$ cat src/rtl/instr_encoder.sv
// instr_encoder: scatters decoded fields plus a sign-extended immediate into
// 32-bit LOAD / STORE / COND_BRANCH encodings and tags every emitted word
// with an auto-incrementing instruction-memory word address.
// Optional build macro: IMM_RANGE_CHK_EN drops bundles whose immediate does
// not fit in the 12-bit field and flags err_range. Without it the immediate
// is truncated and err_range is tied low.
module instr_encoder #(
   parameter int INSTR_WIDTH  = 32,
   parameter int DATA_WIDTH   = 64,
   parameter int ADDR_WIDTH   = 10,
   parameter int ITYPE_OFFSET = 12
) (
   input  logic                   clk,
   input  logic                   reset,
   input  logic                   in_valid,
   output logic                   in_ready,
   input  logic [1:0]             in_class,
   input  logic [4:0]             in_rd,
   input  logic [4:0]             in_rs1,
   input  logic [4:0]             in_rs2,
   input  logic [2:0]             in_funct3,
   input  logic [DATA_WIDTH-1:0]  in_imm,
   input  logic                   base_load,
   input  logic [ADDR_WIDTH-1:0]  base_addr,
   output logic                   out_valid,
   input  logic                   out_ready,
   output logic [INSTR_WIDTH-1:0] out_instr,
   output logic [ADDR_WIDTH-1:0]  out_addr,
   output logic                   err_class,
   output logic                   err_range,
   input  logic                   clr_err
);

   localparam logic [1:0] CLASS_LOAD   = 2'd0;
   localparam logic [1:0] CLASS_STORE  = 2'd1;
   localparam logic [1:0] CLASS_BRANCH = 2'd2;
   localparam logic [1:0] CLASS_RSVD   = 2'd3;

   localparam logic [6:0] OP_LOAD   = 7'b0000011;
   localparam logic [6:0] OP_STORE  = 7'b0100011;
   localparam logic [6:0] OP_BRANCH = 7'b1100011;

   logic                   out_valid_reg, out_valid_next;
   logic [INSTR_WIDTH-1:0] out_instr_reg, out_instr_next;
   logic [ADDR_WIDTH-1:0]  out_addr_reg,  out_addr_next;
   logic [ADDR_WIDTH-1:0]  next_addr_reg, next_addr_next;
   logic                   err_class_reg, err_class_next;

   logic                   accept;
   logic                   is_rsvd;
   logic                   range_ok;
   logic                   emit;
   logic [11:0]            imm;
   logic [INSTR_WIDTH-1:0] enc;
   logic [ADDR_WIDTH-1:0]  word_addr;

   assign in_ready  = !out_valid_reg || out_ready;
   assign accept    = in_valid && in_ready;
   assign is_rsvd   = (in_class == CLASS_RSVD);
   assign emit      = accept && !is_rsvd && range_ok;
   assign imm       = in_imm[11:0];
   // base_load coincident with an accept redirects that very word
   assign word_addr = base_load ? base_addr : next_addr_reg;

   assign out_valid = out_valid_reg;
   assign out_instr = out_instr_reg;
   assign out_addr  = out_addr_reg;
   assign err_class = err_class_reg;

`ifdef IMM_RANGE_CHK_EN
   // Immediate fits when every bit from ITYPE_OFFSET-1 upward matches the
   // field's sign bit.
   logic [DATA_WIDTH-ITYPE_OFFSET:0] sign_match;
   logic                             err_range_reg, err_range_next;

   for (genvar gi = 0; gi <= DATA_WIDTH - ITYPE_OFFSET; gi++) begin : g_sign
      assign sign_match[gi] = (in_imm[ITYPE_OFFSET-1+gi] == in_imm[ITYPE_OFFSET-1]);
   end
   assign range_ok  = &sign_match;
   assign err_range = err_range_reg;

   // Sticky range error: a new violation wins over a clear in the same cycle
   always_comb begin
      err_range_next = err_range_reg;
      if (clr_err)
         err_range_next = 1'b0;
      if (accept && !is_rsvd && !range_ok)
         err_range_next = 1'b1;
   end

   // Range error register
   always_ff @(posedge clk or posedge reset) begin
      if (reset)
         err_range_reg <= 1'b0;
      else
         err_range_reg <= err_range_next;
   end
`else
   // Upper immediate bits are intentionally discarded in this build
   logic unused_imm_upper;
   assign unused_imm_upper = ^in_imm[DATA_WIDTH-1:ITYPE_OFFSET];
   assign range_ok  = 1'b1;
   assign err_range = 1'b0;
`endif

   // Scatter the immediate and register fields into the class's encoding
   always_comb begin
      enc = '0;
      case (in_class)
         CLASS_LOAD:   enc = {imm[11:0], in_rs1, in_funct3, in_rd, OP_LOAD};
         CLASS_STORE:  enc = {imm[11:5], in_rs2, in_rs1, in_funct3, imm[4:0], OP_STORE};
         CLASS_BRANCH: enc = {imm[11], imm[9:4], in_rs2, in_rs1, in_funct3,
                              imm[3:0], imm[10], OP_BRANCH};
         default:      enc = '0;
      endcase
   end

   // Output stage, address counter and sticky class error next-state
   always_comb begin
      out_valid_next = out_valid_reg;
      out_instr_next = out_instr_reg;
      out_addr_next  = out_addr_reg;
      next_addr_next = next_addr_reg;
      err_class_next = err_class_reg;

      if (emit) begin
         out_valid_next = 1'b1;
         out_instr_next = enc;
         out_addr_next  = word_addr;
         next_addr_next = word_addr + 1'b1;
      end else begin
         // held word consumed; a dropped/reserved bundle never re-arms valid
         if (out_ready)
            out_valid_next = 1'b0;
         if (base_load)
            next_addr_next = base_addr;
      end

      if (clr_err)
         err_class_next = 1'b0;
      if (accept && is_rsvd)
         err_class_next = 1'b1;
   end

   // State registers; reset discards any held word
   always_ff @(posedge clk or posedge reset) begin
      if (reset) begin
         out_valid_reg <= 1'b0;
         out_instr_reg <= '0;
         out_addr_reg  <= '0;
         next_addr_reg <= '0;
         err_class_reg <= 1'b0;
      end else begin
         out_valid_reg <= out_valid_next;
         out_instr_reg <= out_instr_next;
         out_addr_reg  <= out_addr_next;
         next_addr_reg <= next_addr_next;
         err_class_reg <= err_class_next;
      end
   end

endmodule

$ cat config.mk
export PLATFORM = sky130hd
export DESIGN_NAME = instr_encoder
export DESIGN_NICKNAME = d
export VERILOG_FILES = /design/src/rtl/instr_encoder.sv
export SDC_FILE = /design/constraint.sdc
export NUM_CORES = 1
export LEC_CHECK = 0
export BUFFER_PORTS_ARGS = -buffer_cell sky130_fd_sc_hd__buf_4
export CAP_MARGIN = 15
export CORE_MARGIN = 5
export CORE_UTILIZATION = 42
export DETAILED_ROUTE_END_ITERATION = 7
export PLACE_DENSITY_LB_ADDON = 0.25
export SLEW_MARGIN = 40
export SYNTH_ARGS = -nofsm -noshare
export SYNTH_HDL_FRONTEND = slang
export SYNTH_SLANG_ARGS = --single-unit
export TNS_END_PERCENT = 1
$ cat constraint.sdc
create_clock -name clk -period 2.46 [get_ports clk]
set_input_delay 0.738 -clock clk [delete_from_list [all_inputs] [get_ports clk]]
set_output_delay 0.738 -clock clk [all_outputs]
set_load 0.02 [all_outputs]
; ---- Word-level counts from Yosys, hierarchy flattened
; Index checks and enable logic that the tools add are counted.
[op_classes]
div_mod_pow = 0
n_lt_le_gt_ge = 0
eq_ne = 3
addsub = 1
shifts = 0
n_bitwise = 0
mul = 0
n_reduce_logical = 9
mux = 7
[op_table]
columns = cell, n
row1 = $pmux 32 s3, 1
row2 = $mux 10, 2
row3 = $add 10x1->10 const B, 1
row4 = $eq 2x2->1 const B, 2
row5 = $mux 1, 4
row6 = $reduce_bool 2->1, 2
row7 = $logic_and 1x1->1, 3
row8 = $eq 2x1->1 const B, 1
row9 = $logic_not 1->1, 2
row10 = $logic_not 2->1, 1
row11 = $logic_or 1x1->1, 1
[word_totals]
memories = 0
inputBits = 100
ram_bits = 0
latchBits = 0
reg_bits = 54
mem_bits_ro = 0
out_inout_bits = 46

; ---- Logic depth before layout (Yosys ltp)
[depth]
ltp_word = 5
mapped_depth = 9

; ---- Least setup slack after synthesis
; OpenSTA, ideal clock, no wires.
[synth_path]
kind = input-to-reg
start = input port base_load
end = register next_addr_reg[6]
setup_time_ps = 129
path_slack_ps = 24
path_stages = 9
t_arrival_ps = 2307
path_cell_list = buf_4 -> buf_2 -> mux2i_1 -> inv_1 -> ha_1 -> or4b_4 -> nor3b_1 -> xnor2_1 -> mux2i_1
[synth_between]
elab_chain_len = 3
[synth_lines]
columns = element, line
row1 = start: declaration, 23  ; input logic base_load,
row2 = $mux 10, -
row3 = named net word_addr[1], 55  ; logic [ADDR_WIDTH-1:0] word_addr;
row4 = $add 10x1->10, 130  ; next_addr_next = word_addr + 1'b1;
row5 = $mux 10, 126  ; if (emit) begin
row6 = named net next_addr_next[6], 46  ; logic [ADDR_WIDTH-1:0] next_addr_reg, next_addr_next;
row7 = end signal: assignment, 157  ; next_addr_reg <= next_addr_next;
row8 = end: declaration, 46
; The timed path passes the listed nets, and every way through them passes these cells.
; A chain may end at the register's enable or synchronous reset.

; ---- Worst setup path after layout
[layout_path]
start = input port out_ready
end = output port in_ready
[layout_between]
elab_chain_len = 1
[layout_lines]
columns = element, line
row1 = start: declaration, 26  ; input logic out_ready,
row2 = $logic_or 1x1->1, 57  ; assign in_ready = !out_valid_reg || out_ready;
row3 = end: declaration, 16  ; output logic in_ready,
; No other way between the ends.

==> flow_summary.toml <==
[synthesis]
ys_seq_elements = 50
netlist_area_um2 = 2300
synth_enable_flop_cells = 0
synth_async_sr_flop_share = 1.00
postSynthCellCount = 219
ys_dominant_reg_cell = "dfrtp_1"
synth.avg_cell_area_um2 = 10.5
synth.distinct_cells = 32
ys_warn_count = 0
synth.yosys.seq_area_share = 0.545

[cells_and_area]
largest_reg_flops = 28
layout_cells_sized_above_1 = 0.353
synthToLayoutAreaGrowth_pct = 37.0
antenna_cells = 0
nets = 418

[critical_path]
setup.worst_path.class = "in -> out"
path_depth = 4
critical_path.top_delay_family = "buffers and inverters"
crit_chain = "buf_4, nor2b_1, inv_1, buf_4"
critical_path.most_common_cell = "buf_4"
timing.critical_path.slowest_cell_delay_ps = 210
reg2reg_depth = 7
critical_path_required_ps = 1720
crit_slowest_cell = "nor2b_1"
crit_path_max_fanout = 5
cp_data_arrival_time_ps = 1390
critical_path.startpoint_type = "primary input"
end_kind = "output pin"
timing.critical_path.buf_inv = 3

[die]
dieWidth_um = 83.9
fp-row-count = 27
chipHeight_um = 83.9
start_util = 0.425
core-area_um2 = 5410
dieArea_um2 = 7050
pin_count = 146

[grt]
antenna_found_initial = 0
grt_start_max_net_pins = 32
grt_overflow_total = 0
grtUsageTotal = 0.164
wire_length_of_the_first_global_routing_pass_mm = 9.47
grt_pass1_vias = 2041

[sta]
grt_setup_unrepaired = "no"
final.setup_skew_ps = 8.80
final_period_minus_worst_setup_slack_ps = 2120
finalHoldViolations = 0
finalHoldWorstSlack_ps = 470
setup_total_negative_slack_ps = 0
layout_worst_path_cycle_share = 0.863
maxClockFrequency_mhz = 471
relSlewSlack = 0.596
report.final.slew_viol_count = 0
tightest_slew_ps = 603
timing.final.setup_violations = 0

[cts]
root_buffer_cell = "clkbuf_8"
tritoncts = "yes"
cts_num_sinks = 50
postCtsHoldBufs = 0
ctsLongestPathBuffers = 2
cts.reportedPaths.clkPinSlew_ps = 90
tritoncts.num_buffers = 5
cts-resized-gates = 0
h_tree_depth_reported_by_cts = 2
post_cts_repair_timing_setup_buffer_count = 0
worstSkewPairLatency_ps = 290

[run_status]
result_of_the_run = "finished, final reports clean"

[route]
route.detailed.vias_per_inst = 4.95
drt_pre_antenna_iters = 6
drtIter0Drc = 56
routed_len_inst_um = 14.3
antenna_violating_nets_post_route = 0
total_wirelength_mm = 5.50
drc = 0
via_count = 1902

[placement]
dp_hpwl_mm = 4.29
io_buffers = 89
gp_routability_congestion = 0.765

[job]
drv_cap = 0

[hold_path]
worst_hold_path_type = "in -> async"

[pwr]
max-vdd-ir-drop_v = 0.000398
cellLeakagePower_nw = 1.55
power_density_nw_per_um2 = 677
## synth_stat cells, drive strengths merged, types with 6 or more instances
library cell,n,area (µm²)
a221oi,11,96.3
clkbuf,9,33.8
mux2i,7,70.1
dfrtp,50,1250
nand2,29,109
o21ai,14,70.1
ha,6,75.1
buf,7,50.0
a22o,9,78.8
inv,7,26.3
nor2,28,105
xnor2,8,70.1
## layout by cell type, fill, tap and decap left out, drive strengths merged, types with 2 or more instances in the layout
master,n
xnor2,8
dfrtp,50
nand2,29
xor2,2
a22o,9
inv,7
nor2,28
nor2b,5
o21ai,14
ha,6
a221oi,11
mux2i,7
nand2b,2
conb,4
buf,99
or2,2
a222oi,5
nand3,2
clkbuf,7
a21oi,3
mux2,2
## per-stage QoR
stage	total power, W	setup slack (ps)	utilization	area, µm²	std cells
6_report	0.00213	336	0.582	3150	384
5_1_grt	0.00227	264	0.582	3150	384
4_1_cts	0.00216	328	0.582	3150	384
3_5_place_dp	0.00171	45.6	0.568	3070	377
3_3_place_gp	0.00170	65.6	0.568	3070	377
2_1_floorplan	0.00140	24.1	-	2310	222
## worst reg2reg max path: stages (launching register included)
cell and delay (ps):
dfrtp_1 360, mux2i_1 110, inv_1 80, ha_1 160, or4b_4 480, nor3b_1 230, xnor2_1 150, mux2i_1 80
## layer usage
layer	global-route usage	wire [µm]	vias up
li1	-	-	932
met1	0.200	2420	899
met2	0.278	2600	66
met3	0.0612	425	5
met4	0.0307	42	0
met5	0	0	-
## worst paths after layout
| kind | slack [ps] | start | end |
|---|---|---|---|
| setup reg to reg | 700 | next_addr_reg[1] | next_addr_reg[6] |
| hold / removal | 470 | reset | next_addr_reg[1] |
| max in group asynchronous | 1460 | reset | out_instr[6] |
| hold reg to reg | 480 | out_addr[7] | out_addr[7] |
| min in group clk | 480 | out_addr[7] | out_addr[7] |
| setup / recovery | 340 | out_ready | in_ready |
## final cells by class
type                       instances  area [µm²]
sequential                        50        1250
timing repair buffer              99         756
multi-input combinational        149         946
inverter                           7        26.3
clock buffer                       7        76.3
tap                               72        90.1
fill                             501        2260
## cells by family (layout without fill, tap and decap cells)
kind of cell    after synthesis  in the layout  share of synthesized area
buf+inv                      23            113                     0.0480
mux                           9              9                     0.0403
xor+xnor                     10             10                     0.0381
fa+ha+maj                     6              6                     0.0327
simple gates                 75             75                      0.146
flops                        50             50                      0.545
compound gates               45             45                      0.148
other cells                   1              4                    0.00163
## power by group
part | internal (W) | leakage (nW) | switching (W)
Sequential | 0.000953 | 0.607 | 0.0000688
Clock | 0.000196 | 0.0383 | 0.000249
Combinational | 0.000304 | 0.906 | 0.000360
No activity file was read; power rests on OpenSTA's default activity.
